<file path="src/rtl/cmp_debounce_if.sv">
// Signal bundle between the threshold-crossing debouncer and its environment.
// Ports: en/aeqb/agtb/altb carry the sample enable and comparator flags toward the debouncer;
//        above/rise/fall/err/evt_cnt carry the registered results back out.
interface cmp_debounce_if;
    logic       en;
    logic       aeqb;
    logic       agtb;
    logic       altb;
    logic       above;
    logic       rise;
    logic       fall;
    logic       err;
    logic [7:0] evt_cnt;

    // Side that produces flags and consumes the debounced results.
    modport master (
        output en, aeqb, agtb, altb,
        input  above, rise, fall, err, evt_cnt
    );

    // The debouncer itself.
    modport slave (
        input  en, aeqb, agtb, altb,
        output above, rise, fall, err, evt_cnt
    );
endinterface

</file>
<file path="src/rtl/cmp_debounce.sv">
// Debounced threshold-crossing detector fed by a magnitude comparator's one-hot flags.
// Latency: a committed change appears one edge after the sample that completes the vote run.
// Backpressure: none; one sample per enabled cycle, en=0 freezes all state.
//
// Ports:
//   clk, rst_n   - single clock, synchronous active-low reset
//   bus (slave)  - en, aeqb, agtb, altb in; above, rise, fall, err, evt_cnt out
// Parameters:
//   DEBOUNCE_CYCLES - consecutive qualifying votes to commit (1 .. 2**CNT_W-1)
//   CNT_W           - vote counter width
// Optional feature: define CMP_DEBOUNCE_EVCNT_EN to build the 8-bit saturating
// rise-event counter on evt_cnt; otherwise evt_cnt is tied to zero.
module cmp_debounce #(
    parameter int DEBOUNCE_CYCLES = 4,
    parameter int CNT_W           = 4
) (
    input logic           clk,
    input logic           rst_n,
    cmp_debounce_if.slave bus
);

    typedef enum logic [1:0] {
        LOW       = 2'd0,
        PEND_HIGH = 2'd1,
        HIGH      = 2'd2,
        PEND_LOW  = 2'd3
    } state_t;

    localparam logic [CNT_W-1:0] TARGET = CNT_W'(DEBOUNCE_CYCLES);
    localparam logic [CNT_W-1:0] ONE    = CNT_W'(1);

    state_t           state;
    state_t           state_nxt;
    logic [CNT_W-1:0] cnt;
    logic [CNT_W-1:0] cnt_nxt;
    logic [CNT_W-1:0] cnt_inc;

    logic above_q;
    logic rise_q;
    logic fall_q;
    logic err_q;

    logic above_nxt;
    logic rise_nxt;
    logic fall_nxt;

    logic [2:0] flags;
    logic       one_hot;
    logic       vote_high;
    logic       vote_low;
    logic       bad_sample;

    // ------------------------------------------------------------------
    // Vote decode. Only exactly-one-hot samples vote; anything else is
    // reported and otherwise behaves like a hold, so it can never commit.
    // ------------------------------------------------------------------
    assign flags      = {bus.agtb, bus.altb, bus.aeqb};
    assign one_hot    = (flags == 3'b100) || (flags == 3'b010) || (flags == 3'b001);
    assign vote_high  = bus.en && (flags == 3'b100);
    assign vote_low   = bus.en && (flags == 3'b010);
    assign bad_sample = bus.en && !one_hot;

    assign cnt_inc = cnt + ONE;

    // ------------------------------------------------------------------
    // Next-state logic. The counter only ever holds the length of the
    // current run of votes opposing the committed level, and is cleared
    // the moment it reaches TARGET, so it cannot exceed TARGET.
    // ------------------------------------------------------------------
    always_comb begin
        state_nxt = state;
        cnt_nxt   = cnt;
        rise_nxt  = 1'b0;
        fall_nxt  = 1'b0;

        case (state)
            LOW: begin
                if (vote_high) begin
                    if (DEBOUNCE_CYCLES == 1) begin
                        state_nxt = HIGH;
                        cnt_nxt   = '0;
                        rise_nxt  = 1'b1;
                    end else begin
                        state_nxt = PEND_HIGH;
                        cnt_nxt   = ONE;
                    end
                end
            end

            PEND_HIGH: begin
                if (vote_high) begin
                    if (cnt_inc == TARGET) begin
                        state_nxt = HIGH;
                        cnt_nxt   = '0;
                        rise_nxt  = 1'b1;
                    end else begin
                        cnt_nxt = cnt_inc;
                    end
                end else if (vote_low) begin
                    // A single opposing vote breaks the run.
                    state_nxt = LOW;
                    cnt_nxt   = '0;
                end
            end

            HIGH: begin
                if (vote_low) begin
                    if (DEBOUNCE_CYCLES == 1) begin
                        state_nxt = LOW;
                        cnt_nxt   = '0;
                        fall_nxt  = 1'b1;
                    end else begin
                        state_nxt = PEND_LOW;
                        cnt_nxt   = ONE;
                    end
                end
            end

            PEND_LOW: begin
                if (vote_low) begin
                    if (cnt_inc == TARGET) begin
                        state_nxt = LOW;
                        cnt_nxt   = '0;
                        fall_nxt  = 1'b1;
                    end else begin
                        cnt_nxt = cnt_inc;
                    end
                end else if (vote_high) begin
                    state_nxt = HIGH;
                    cnt_nxt   = '0;
                end
            end

            default: begin
                state_nxt = LOW;
                cnt_nxt   = '0;
            end
        endcase

        // The committed level is a pure function of where the FSM lands;
        // registering it from state_nxt keeps it aligned with rise/fall.
        above_nxt = (state_nxt == HIGH) || (state_nxt == PEND_LOW);
    end

    // ------------------------------------------------------------------
    // State and output registers.
    // ------------------------------------------------------------------
    always_ff @(posedge clk) begin
        if (!rst_n) begin
            state   <= LOW;
            cnt     <= '0;
            above_q <= 1'b0;
            rise_q  <= 1'b0;
            fall_q  <= 1'b0;
            err_q   <= 1'b0;
        end else begin
            state   <= state_nxt;
            cnt     <= cnt_nxt;
            above_q <= above_nxt;
            rise_q  <= rise_nxt;
            fall_q  <= fall_nxt;
            err_q   <= bad_sample;
        end
    end

    assign bus.above = above_q;
    assign bus.rise  = rise_q;
    assign bus.fall  = fall_q;
    assign bus.err   = err_q;

    // ------------------------------------------------------------------
    // Optional rise-event counter, saturating at 255.
    // ------------------------------------------------------------------
`ifdef CMP_DEBOUNCE_EVCNT_EN
    logic [7:0] evt_q;

    always_ff @(posedge clk) begin
        if (!rst_n) begin
            evt_q <= 8'd0;
        end else if (rise_nxt && (evt_q != 8'hFF)) begin
            evt_q <= evt_q + 8'd1;
        end
    end

    assign bus.evt_cnt = evt_q;
`else
    assign bus.evt_cnt = 8'd0;
`endif

endmodule

</file>
<file path="src/flat_wrapper.sv">
// flat-port wrapper written by rule: the top's interface ports become plain ports
module cmp_debounce_flat 
#(
    parameter int DEBOUNCE_CYCLES = 4,
    parameter int CNT_W           = 4
)
  (clk, rst_n, bus_en, bus_aeqb, bus_agtb, bus_altb, bus_above, bus_rise, bus_fall, bus_err, bus_evt_cnt);
  cmp_debounce_if bus_i ();
  input logic clk;
  input logic rst_n;
  input wire logic [$bits(bus_i.en)-1:0] bus_en;
  input wire logic [$bits(bus_i.aeqb)-1:0] bus_aeqb;
  input wire logic [$bits(bus_i.agtb)-1:0] bus_agtb;
  input wire logic [$bits(bus_i.altb)-1:0] bus_altb;
  output wire logic [$bits(bus_i.above)-1:0] bus_above;
  output wire logic [$bits(bus_i.rise)-1:0] bus_rise;
  output wire logic [$bits(bus_i.fall)-1:0] bus_fall;
  output wire logic [$bits(bus_i.err)-1:0] bus_err;
  output wire logic [$bits(bus_i.evt_cnt)-1:0] bus_evt_cnt;
  assign bus_i.en = bus_en;
  assign bus_i.aeqb = bus_aeqb;
  assign bus_i.agtb = bus_agtb;
  assign bus_i.altb = bus_altb;
  assign bus_above = bus_i.above;
  assign bus_rise = bus_i.rise;
  assign bus_fall = bus_i.fall;
  assign bus_err = bus_i.err;
  assign bus_evt_cnt = bus_i.evt_cnt;
  cmp_debounce #(.DEBOUNCE_CYCLES(DEBOUNCE_CYCLES), .CNT_W(CNT_W)) u_core (.clk(clk), .rst_n(rst_n), .bus(bus_i));
endmodule
</file>
<file path="config.mk">
export PLATFORM = sky130hd
export DESIGN_NAME = cmp_debounce_flat
export DESIGN_NICKNAME = d
export VERILOG_FILES = /design/src/rtl/cmp_debounce_if.sv /design/src/rtl/cmp_debounce.sv /design/src/flat_wrapper.sv
export SDC_FILE = /design/constraint.sdc
export NUM_CORES = 1
export LEC_CHECK = 0
export ABC_AREA = 1
export CAP_MARGIN = 20
export CORE_MARGIN = 1.5
export CORE_UTILIZATION = 46
export DETAILED_ROUTE_END_ITERATION = 10
export HOLD_SLACK_MARGIN = 0.15
export PLACE_DENSITY = 0.77
export SLEW_MARGIN = 20
export SYNTH_ARGS = -nofsm -noshare
export SYNTH_HDL_FRONTEND = slang
export SYNTH_SLANG_ARGS = --single-unit
export TNS_END_PERCENT = 5
</file>
<file path="constraint.sdc">
create_clock -name clk -period 3.9 [get_ports clk]
set_input_delay 0.78 -clock clk [delete_from_list [all_inputs] [get_ports clk]]
set_output_delay 0.78 -clock clk [all_outputs]
set_load 0.03 [all_outputs]
</file>
Word-level counts from Yosys, hierarchy flattened
Cells that the tools add are included.
- add/subtract/negate cells: 1
- equality and inequality tests: 13
- multiplexer cells: 18
- reductions and logical operators: 11
- operators by type and width (cell ; count):
    $mux 4 ; 7
    $mux 2 ; 8
    $pmux 4 s4 ; 1
    $eq 2x2->1 const B ; 4
    $pmux 2 s4 ; 1
    $ne 3x1->1 const B ; 2
    $reduce_and 3->1 ; 2
    $add 4x1->4 const B ; 1
    $eq 4x3->1 const B ; 1
    $ne 2x1->1 const B ; 2
    $reduce_and 4->1 ; 1
    $eq 3x1->1 const B ; 1
    $eq 3x2->1 const B ; 1
    $eq 3x3->1 const B ; 1
    $logic_and 1x1->1 ; 3
    $logic_or 1x1->1 ; 3
    $eq 2x1->1 const B ; 1
    $logic_not 2->1 ; 1
    $logic_not 1->1 ; 1
    $mux 1 ; 1
- register bits after elaboration: 10
- input bits: 6
- output and inout bits: 12
- logic and storage cells: 49

Depth between registers and ports, before layout
Gate-level depths: netlist of the first run.
- depth in word-level cells: 7
- mapped depth: 10
- depth with buffers taken out: 10

Least setup slack after synthesis of the first run
Ideal clock, no wire load.
- path kind: input port to flip-flop
- from: input bus_aeqb
- to: register u_core.state[0]
- library setup time: 0.122 ns
- arrival: 1.476 ns
- data required time: 3.778 ns
- slack: 2.303 ns
- stages on the path: 8
- buffers on the path: 0
- cell sequence: inv_1 nand3_2 nor2_4 nand2_1 nor2_2 nor2_1 nand2_1 a21oi_2
- word-level cells in the longest chain between the ends: 5
- elaborated cells between the ends (all ways): 11
- those cells by class: 2 x eq/ne; 7 x mux; 2 x reduce/logical
- ends and longest elaborated chain (what ; line ; text):
    start: declaration ; flat_wrapper.sv:12 ; input wire logic [$bits(bus_i.aeqb)-1:0] bus_aeqb;
    $eq 3x3->1 or $eq 3x2->1 (tied branches) ; cmp_debounce.sv:59, cmp_debounce.sv:60 ;
    $logic_and 1x1->1, on equally long branches ; cmp_debounce.sv:59, cmp_debounce.sv:60 ;
    $mux 2, on equally long branches ; cmp_debounce.sv:128, cmp_debounce.sv:99 ;
    $mux 2, on equally long branches ; cmp_debounce.sv:120, cmp_debounce.sv:91 ;
    $pmux 2 s4 (*) ; cmp_debounce.sv:76 ; case (state)
    end signal: assignment ; cmp_debounce.sv:157 ; state <= state_nxt;
    end: declaration ; cmp_debounce.sv:32 ; state_t state;
Every way passes the cells marked *; elsewhere a longest branch is shown, timed or not.
A chain may end at the register's enable or synchronous reset.

Worst setup path after layout of the first run
- from: register u_core.above_q, in the netlist u_core.bus.above
- to: output bus_above
- RTL lines (what ; line ; text):
    start: declaration ; cmp_debounce.sv:38 ; logic above_q;
    start signal: assignment ; cmp_debounce.sv:159 ; above_q <= above_nxt;
    end: declaration ; flat_wrapper.sv:15 ; output wire logic [$bits(bus_i.above)-1:0] bus_above;
No word-level cell between the ends.

==> summary.txt, run 1 <==
Run status
  – Status: finished clean

Logic synthesis
  – EDFF count, synth: 0
  – Synth area leader: dfxtp_1
  – Main synth FF type: dfxtp_1
  – Top-area cell type share of the netlist area: 30.2%
  – Asr flop ratio synth: 0%
  – Mapped Area: 662 um^2
  – Yosys reg bits: 10
  – Mapped Avg Cell Area: 7.27 um^2
  – Most frequent cells after synthesis: inv_1 (16), nand2_1 (14), dfxtp_1 (10)
  – Yosys cell types: 25
  – Synth area leaders: dfxtp_1 (30%), buf_4 (9.1%), inv_1 (9.1%)
  – Sequential element share of the synthesized area: 30.2%
  – Synthesis warning total: 0
  – Top-count cell post-synth: inv_1
  – Synth Instances: 91

Placement
  – Post-placement cell area: 737 um^2
  – DP HPWL: 869 um
  – Routability cong.: 0.774
  – I/O Buffers: 9

Critical path
  – Reg2reg start: u_core.cnt[0]
  – FF-to-FF setup slack: 2450 ps
  – Slowest Stage Delay on Critical Path: 660 ps
  – Buffers and inverters on the worst path: 1
  – CP max FO: 1
  – Worst Setup Path Type: reg -> out
  – Critical Path Slowest Stage Cell: clkdlybuf4s50_1
  – Crit path DAT: 1230 ps
  – Critical Path, Cell by Cell: clkdlybuf4s50_1
  – Crit path capture type: output port
  – Startpoint types: register
  – Crit-path leading delay family: buffers and inverters
  – R2R depth: 10
  – Critical Path RT: 3120 ps
  – R2R Path End: u_core.state[0]
  – WP depth: 1

Global routing
  – Initial antenna violation count: 0
  – Vias in the first global route: 419
  – Global route overflow: 0
  – Largest net degree at the start of global routing: 9
  – GRT Total Usage: 17.1%
  – First-pass GRT wire length: 1.81 mm

Pwr
  – Combinational share of power: 16.7%
  – Worst ir drop on vdd: 189 uV
  – Clk network pwr share: 32.9%
  – P per Cell Area: 280 mW/mm^2
  – Sequential power share: 50.5%
  – Switching fraction of total power: 28.8%
  – Cell internal pwr: 151 uW
  – Switch Pwr: 61.2 uW
  – Leakage: 0.350 nW

Cells and area
  – Area grow syn2layout: 14.7%
  – Total of fill cells in the finished design: 122
  – N_diodes: 0
  – Fin area: 759 um^2
  – # nets final: 112
  – Layout cells sized above 1: 14.7%

Detailed routing
  – Vias post-DR: 572
  – Wire per inst: 9.45 um
  – Via density: 4.89
  – ANT nets after route: 0
  – Iter 0 DRT Violations: 5
  – DRT Pass-1 Iters: 4
  – WL final: 1.11 mm
  – DR DRC count: 0

STA
  – TNS Setup: 0 ps
  – RSZ-0062 raised after global routing: no
  – Fmax achieved: 498 MHz
  – Final count of negative-setup-slack endpoints: 0
  – Post-layout min period: 2010 ps
  – Final period util: 51.5%
  – Pins Over Slew Limit: 0
  – Hold WS: 559 ps
  – Fin. Hold Viols: 0
  – Worst clock skew: 1.12 ps

Die
  – Die span in x: 40.9 um
  – I/O pins: 18
  – # rows: 13
  – Die footprint: 0.00168 mm^2
  – Starting Density: 50.2%
  – DIE HEIGHT: 40.9 um
  – Core ar.: 0.00132 mm^2

Hold path
  – Hold Crit Class: reg -> reg
  – WHS Path Cells: 2
  – Hold Startpoint: u_core.cnt[3]
  – WHS Endpoint: u_core.cnt[3]

Clock tree
  – Root Driver: clkbuf_4
  – Worst-path clk slew: 60 ps
  – Clk sinks: 10
  – Cts bufs inserted: 3
  – Clock latency on the worst-skew pair: 260 ps
  – Post-CTS Setup Inserts: 0
  – CTS tree: done
  – Max Root-Sink Buffers: 2
  – Post-CTS sizing: 0
  – CTS Hold Bufs: 0
  – H-Tree Level Count: 1

Flow run
  – Max Cap Viol: 0
## how the worst max path moves through the flow
stage,from,end,slack (ps)
after floorplan,bus_aeqb,u_core.state[0],2300
after global placement,bus_agtb,u_core.state[0],1790
after detailed placement,bus_agtb,u_core.state[0],1760
after CTS,u_core.bus.above,bus_above,1880
after global routing,u_core.bus.above,bus_above,1830
final,u_core.bus.above,bus_above,1890
## placed cells by master, fill, tap and decap left out, types with 3 or more instances in the layout
master            n
o21ai_1           5
clkdlybuf4s50_1   9
nor2_1            5
dfxtp_1          10
conb_1            8
nand2_2           3
nand3_1           4
nand2_1          14
a21oi_1           4
inv_1            16
clkbuf_4          3
## power groups by stage
stage | logic, mW | clock network (mW) | registers (mW)
after global routing | 0.0391 | 0.0769 | 0.108
after floorplan | 0.0296 | 0 | 0.110
after detailed placement | 0.0354 | 0 | 0.110
after CTS | 0.0355 | 0.0707 | 0.107
final | 0.0354 | 0.0699 | 0.107
after global placement | 0.0349 | 0 | 0.110
## registers in the layout, summed over array words and instances (netlist names)
signal and cells:
u_core.bus.err 1, u_core.cnt 4, u_core.bus.above 1, u_core.bus.fall 1, u_core.state 2, u_core.bus.rise 1
## per-layer routing
metal	share of wire [%]	wire (um)	GRT usage (%)	vias to the layer above
met5	0	0	0	-
met4	1.1	12	10.0	0
met3	5.9	65	6.52	3
met2	47	521	22.7	16
met1	46	506	23.1	250
li1	-	-	-	303
## final cells by class
type / instances / area, um^2 / share of cell area, %
clock buffer: 3 / 22.5 / 2.97
inverter: 16 / 60.1 / 7.91
multi-input combinational: 64 / 368 / 48.4
sequential: 10 / 200 / 26.4
timing repair buffer: 9 / 90.1 / 11.9
tap: 15 / 18.8 / 2.47
## per-stage QoR
stage / utilization (%) / power (mW) / setup WS [ps] / std cells
finish: 57.6 / 0.213 / 1890 / 117
global route: 57.6 / 0.224 / 1830 / 117
CTS: 57.6 / 0.214 / 1880 / 117
detailed placement: 55.9 / 0.145 / 1760 / 114
global placement: 55.9 / 0.144 / 1790 / 114
floorplan: - / 0.140 / 2300 / 98
## kinds of logic after synthesis
logic type,share of synthesized area [%]
simple gates,30.4
compound gates,16.8
fa+ha+maj,3.78
flops,30.2
buf+inv,18.1
other cells,0.567
No activity file was read; power rests on OpenSTA's default activity.
==> inputs of run 2 (changes only) <==
==> constraint.sdc (replaced) <==
create_clock -name clk -period 1.9 [get_ports clk]
set_input_delay 0.38 -clock clk [delete_from_list [all_inputs] [get_ports clk]]
set_output_delay 0.38 -clock clk [all_outputs]
set_load 0.03 [all_outputs]
==> summary.txt, run 2 (synthesized netlist as in run 1, its figures left out) <==
Run status
  – Status: finished clean (unchanged)

Critical path
  – Worst Setup Path Type: reg -> out (unchanged)
  – Critical Path, Cell by Cell: clkdlybuf4s50_1 (unchanged)
  – Buffers and inverters on the worst path: 1 (unchanged)
  – R2R depth: 10 (unchanged)
  – R2R Path End: u_core.state[0] (unchanged)
  – CP max FO: 1 (unchanged)
  – FF-to-FF setup slack: 420 ps (was 2450 ps)
  – Crit path DAT: 1280 ps (was 1230 ps)
  – Crit-path leading delay family: buffers and inverters (unchanged)
  – Critical Path RT: 1520 ps (was 3120 ps)
  – Reg2reg start: u_core.cnt[0] (unchanged)
  – Critical Path Slowest Stage Cell: clkdlybuf4s50_1 (unchanged)
  – Slowest Stage Delay on Critical Path: 670 ps (was 660 ps)
  – Crit path capture type: output port (unchanged)
  – Startpoint types: register (unchanged)

Clock tree
  – Cts bufs inserted: 3 (unchanged)
  – CTS Hold Bufs: 0 (unchanged)
  – Worst-path clk slew: 70 ps (was 60 ps)
  – Clock latency on the worst-skew pair: 280 ps (was 260 ps)
  – Max Root-Sink Buffers: 2 (unchanged)
  – Root Driver: clkbuf_4 (unchanged)
  – H-Tree Level Count: 1 (unchanged)
  – Post-CTS Setup Inserts: 0 (unchanged)
  – Post-CTS sizing: 0 (unchanged)
  – Clk sinks: 10 (unchanged)
  – CTS tree: done (unchanged)

Cells and area
  – N_diodes: 0 (unchanged)
  – Biggest register: u_core.cnt (unchanged)
  – Most common cell after layout, fill and taps aside: inv_1 (unchanged)
  – Total of fill cells in the finished design: 122 (unchanged)
  – # nets final: 112 (unchanged)
  – Register Area: 200 um^2 (unchanged)
  – Layout cells sized above 1: 15.5% (was 14.7%)
  – Max reg flops: 4 (unchanged)
  – Biggest regs: u_core.cnt (4), u_core.state (2) (unchanged)
  – Area grow syn2layout: 16.8% (was 14.7%)
  – Most frequent cells in the layout: inv_1 (16), nand2_1 (14), dfxtp_1 (10) (unchanged)
  – Area occupied by multi-input gates: 368 um^2 (unchanged)

STA
  – Worst clock skew: 4.88 ps (was 1.12 ps)
  – Setup WS post-layout: 244 ps (was 1890 ps)
  – TNS Setup: 0 ps (unchanged)
  – Final period util: 87.1%
  – Final count of negative-setup-slack endpoints: 0 (unchanged)
  – Fmax achieved: 604 MHz
  – Hold WS: 538 ps (was 559 ps)
  – Pins Over Slew Limit: 0 (unchanged)
  – Post-layout min period: 1660 ps
  – Fin. Hold Viols: 0 (unchanged)
  – RSZ-0062 raised after global routing: no (unchanged)

Die
  – I/O pins: 18 (unchanged)
  – Die footprint: 0.00168 mm^2 (unchanged)
  – # rows: 13 (unchanged)
  – DIE HEIGHT: 40.9 um (unchanged)
  – Starting Density: 50.2% (unchanged)
  – Die span in x: 40.9 um (unchanged)
  – Core ar.: 0.00132 mm^2 (unchanged)

Pwr
  – Total power: 492 uW (was 213 uW)
  – Worst ir drop on vdd: 396 uV (was 189 uV)
  – Leakage: 0.357 nW (was 0.350 nW)
  – P per Cell Area: 636 mW/mm^2 (was 280 mW/mm^2)

Detailed routing
  – WL final: 1.23 mm (was 1.11 mm)
  – DRT Pass-1 Iters: 4 (unchanged)
  – Vias post-DR: 575 (was 572)
  – ANT nets after route: 0 (unchanged)
  – Iter 0 DRT Violations: 5 (unchanged)
  – DR DRC count: 0 (unchanged)
  – Via density: 4.87 (was 4.89)
  – Wire per inst: 10.4 um (was 9.45 um)

Placement
  – I/O Buffers: 9 (unchanged)
  – Routability cong.: 0.798 (was 0.774)
  – DP HPWL: 981 um (was 869 um)
  – Pre-CTS setup slack: 144 ps (was 1760 ps)

Global routing
  – First-pass GRT wire length: 1.83 mm (was 1.81 mm)
  – Vias in the first global route: 435 (was 419)
  – Initial antenna violation count: 0 (unchanged)
  – GRT Total Usage: 17.5% (was 17.1%)
  – Largest net degree at the start of global routing: 9 (unchanged)
  – Global route overflow: 0 (unchanged)

Hold path
  – Hold Startpoint: u_core.cnt[3] (unchanged)
  – WHS Path Cells: 2 (unchanged)
  – WHS Endpoint: u_core.cnt[3] (unchanged)
  – Hold Crit Class: reg -> reg (unchanged)

Flow run
  – Max Cap Viol: 0 (unchanged)
==> run 2: changes by cell type in the layout (fill, tap and decap cells not counted), sizes merged <==
| cell | before | now |
|---|---|---|
| clkbuf | 3 | 4 |
==> run 2: metal layers <==
metal | wire, um | share of wire (%) | track usage (%) | up-vias
li1 | - | - | - | 300
met1 | 533 | 43 | 21.2 | 260
met2 | 625 | 51 | 26.2 | 12
met3 | 53 | 4.3 | 6.52 | 3
met4 | 15 | 1.2 | 10.0 | 0
met5 | 0 | 0 | 0 | -
==> run 2: report_power, final <==
group | total (mW) | switching (mW) | internal [mW]
Combinational | 0.0734 | 0.0507 | 0.0227
Clock | 0.198 | 0.0811 | 0.117
Sequential | 0.221 | 0.00607 | 0.215
Total | 0.492 | 0.138 | 0.354
==> run 2: how the worst max path moves through the flow <==
stage	end	slack [ps]	depth (start not counted)	from
finish	bus_err	240	1	u_core.bus.err
global route	bus_err	200	1	u_core.bus.err
CTS	bus_err	230	1	u_core.bus.err
detailed placement	u_core.state[0]	140	9	bus_agtb
global placement	u_core.state[0]	200	9	bus_agtb
floorplan	u_core.state[0]	610	10	u_core.cnt[0]
==> run 2: cell type report <==
class / instances / share of cell area (%)
clock buffer: 4 / 4.69
inverter: 16 / 7.77
multi-input combinational: 64 / 47.6
sequential: 10 / 25.9
tap: 15 / 2.43
timing repair buffer: 9 / 11.7
==> run 2: metrics by stage <==
stage	std cells	util, %	instance area, um^2
CTS	118	58.7	773
detailed placement	114	55.9	737
floorplan	98	-	688
finish	118	58.7	773
global route	118	58.7	773
global placement	114	55.9	737
==> inputs of run 3 (changes only) <==
--- a/config.mk
+++ b/config.mk
@@ -16,4 +16,4 @@
 export SYNTH_ARGS = -nofsm -noshare
 export SYNTH_HDL_FRONTEND = slang
 export SYNTH_SLANG_ARGS = --single-unit
-export TNS_END_PERCENT = 5
+export TNS_END_PERCENT = 50
==> results of run 3 <==
The final DEF is identical to that of run 2; final timing and power are the same.
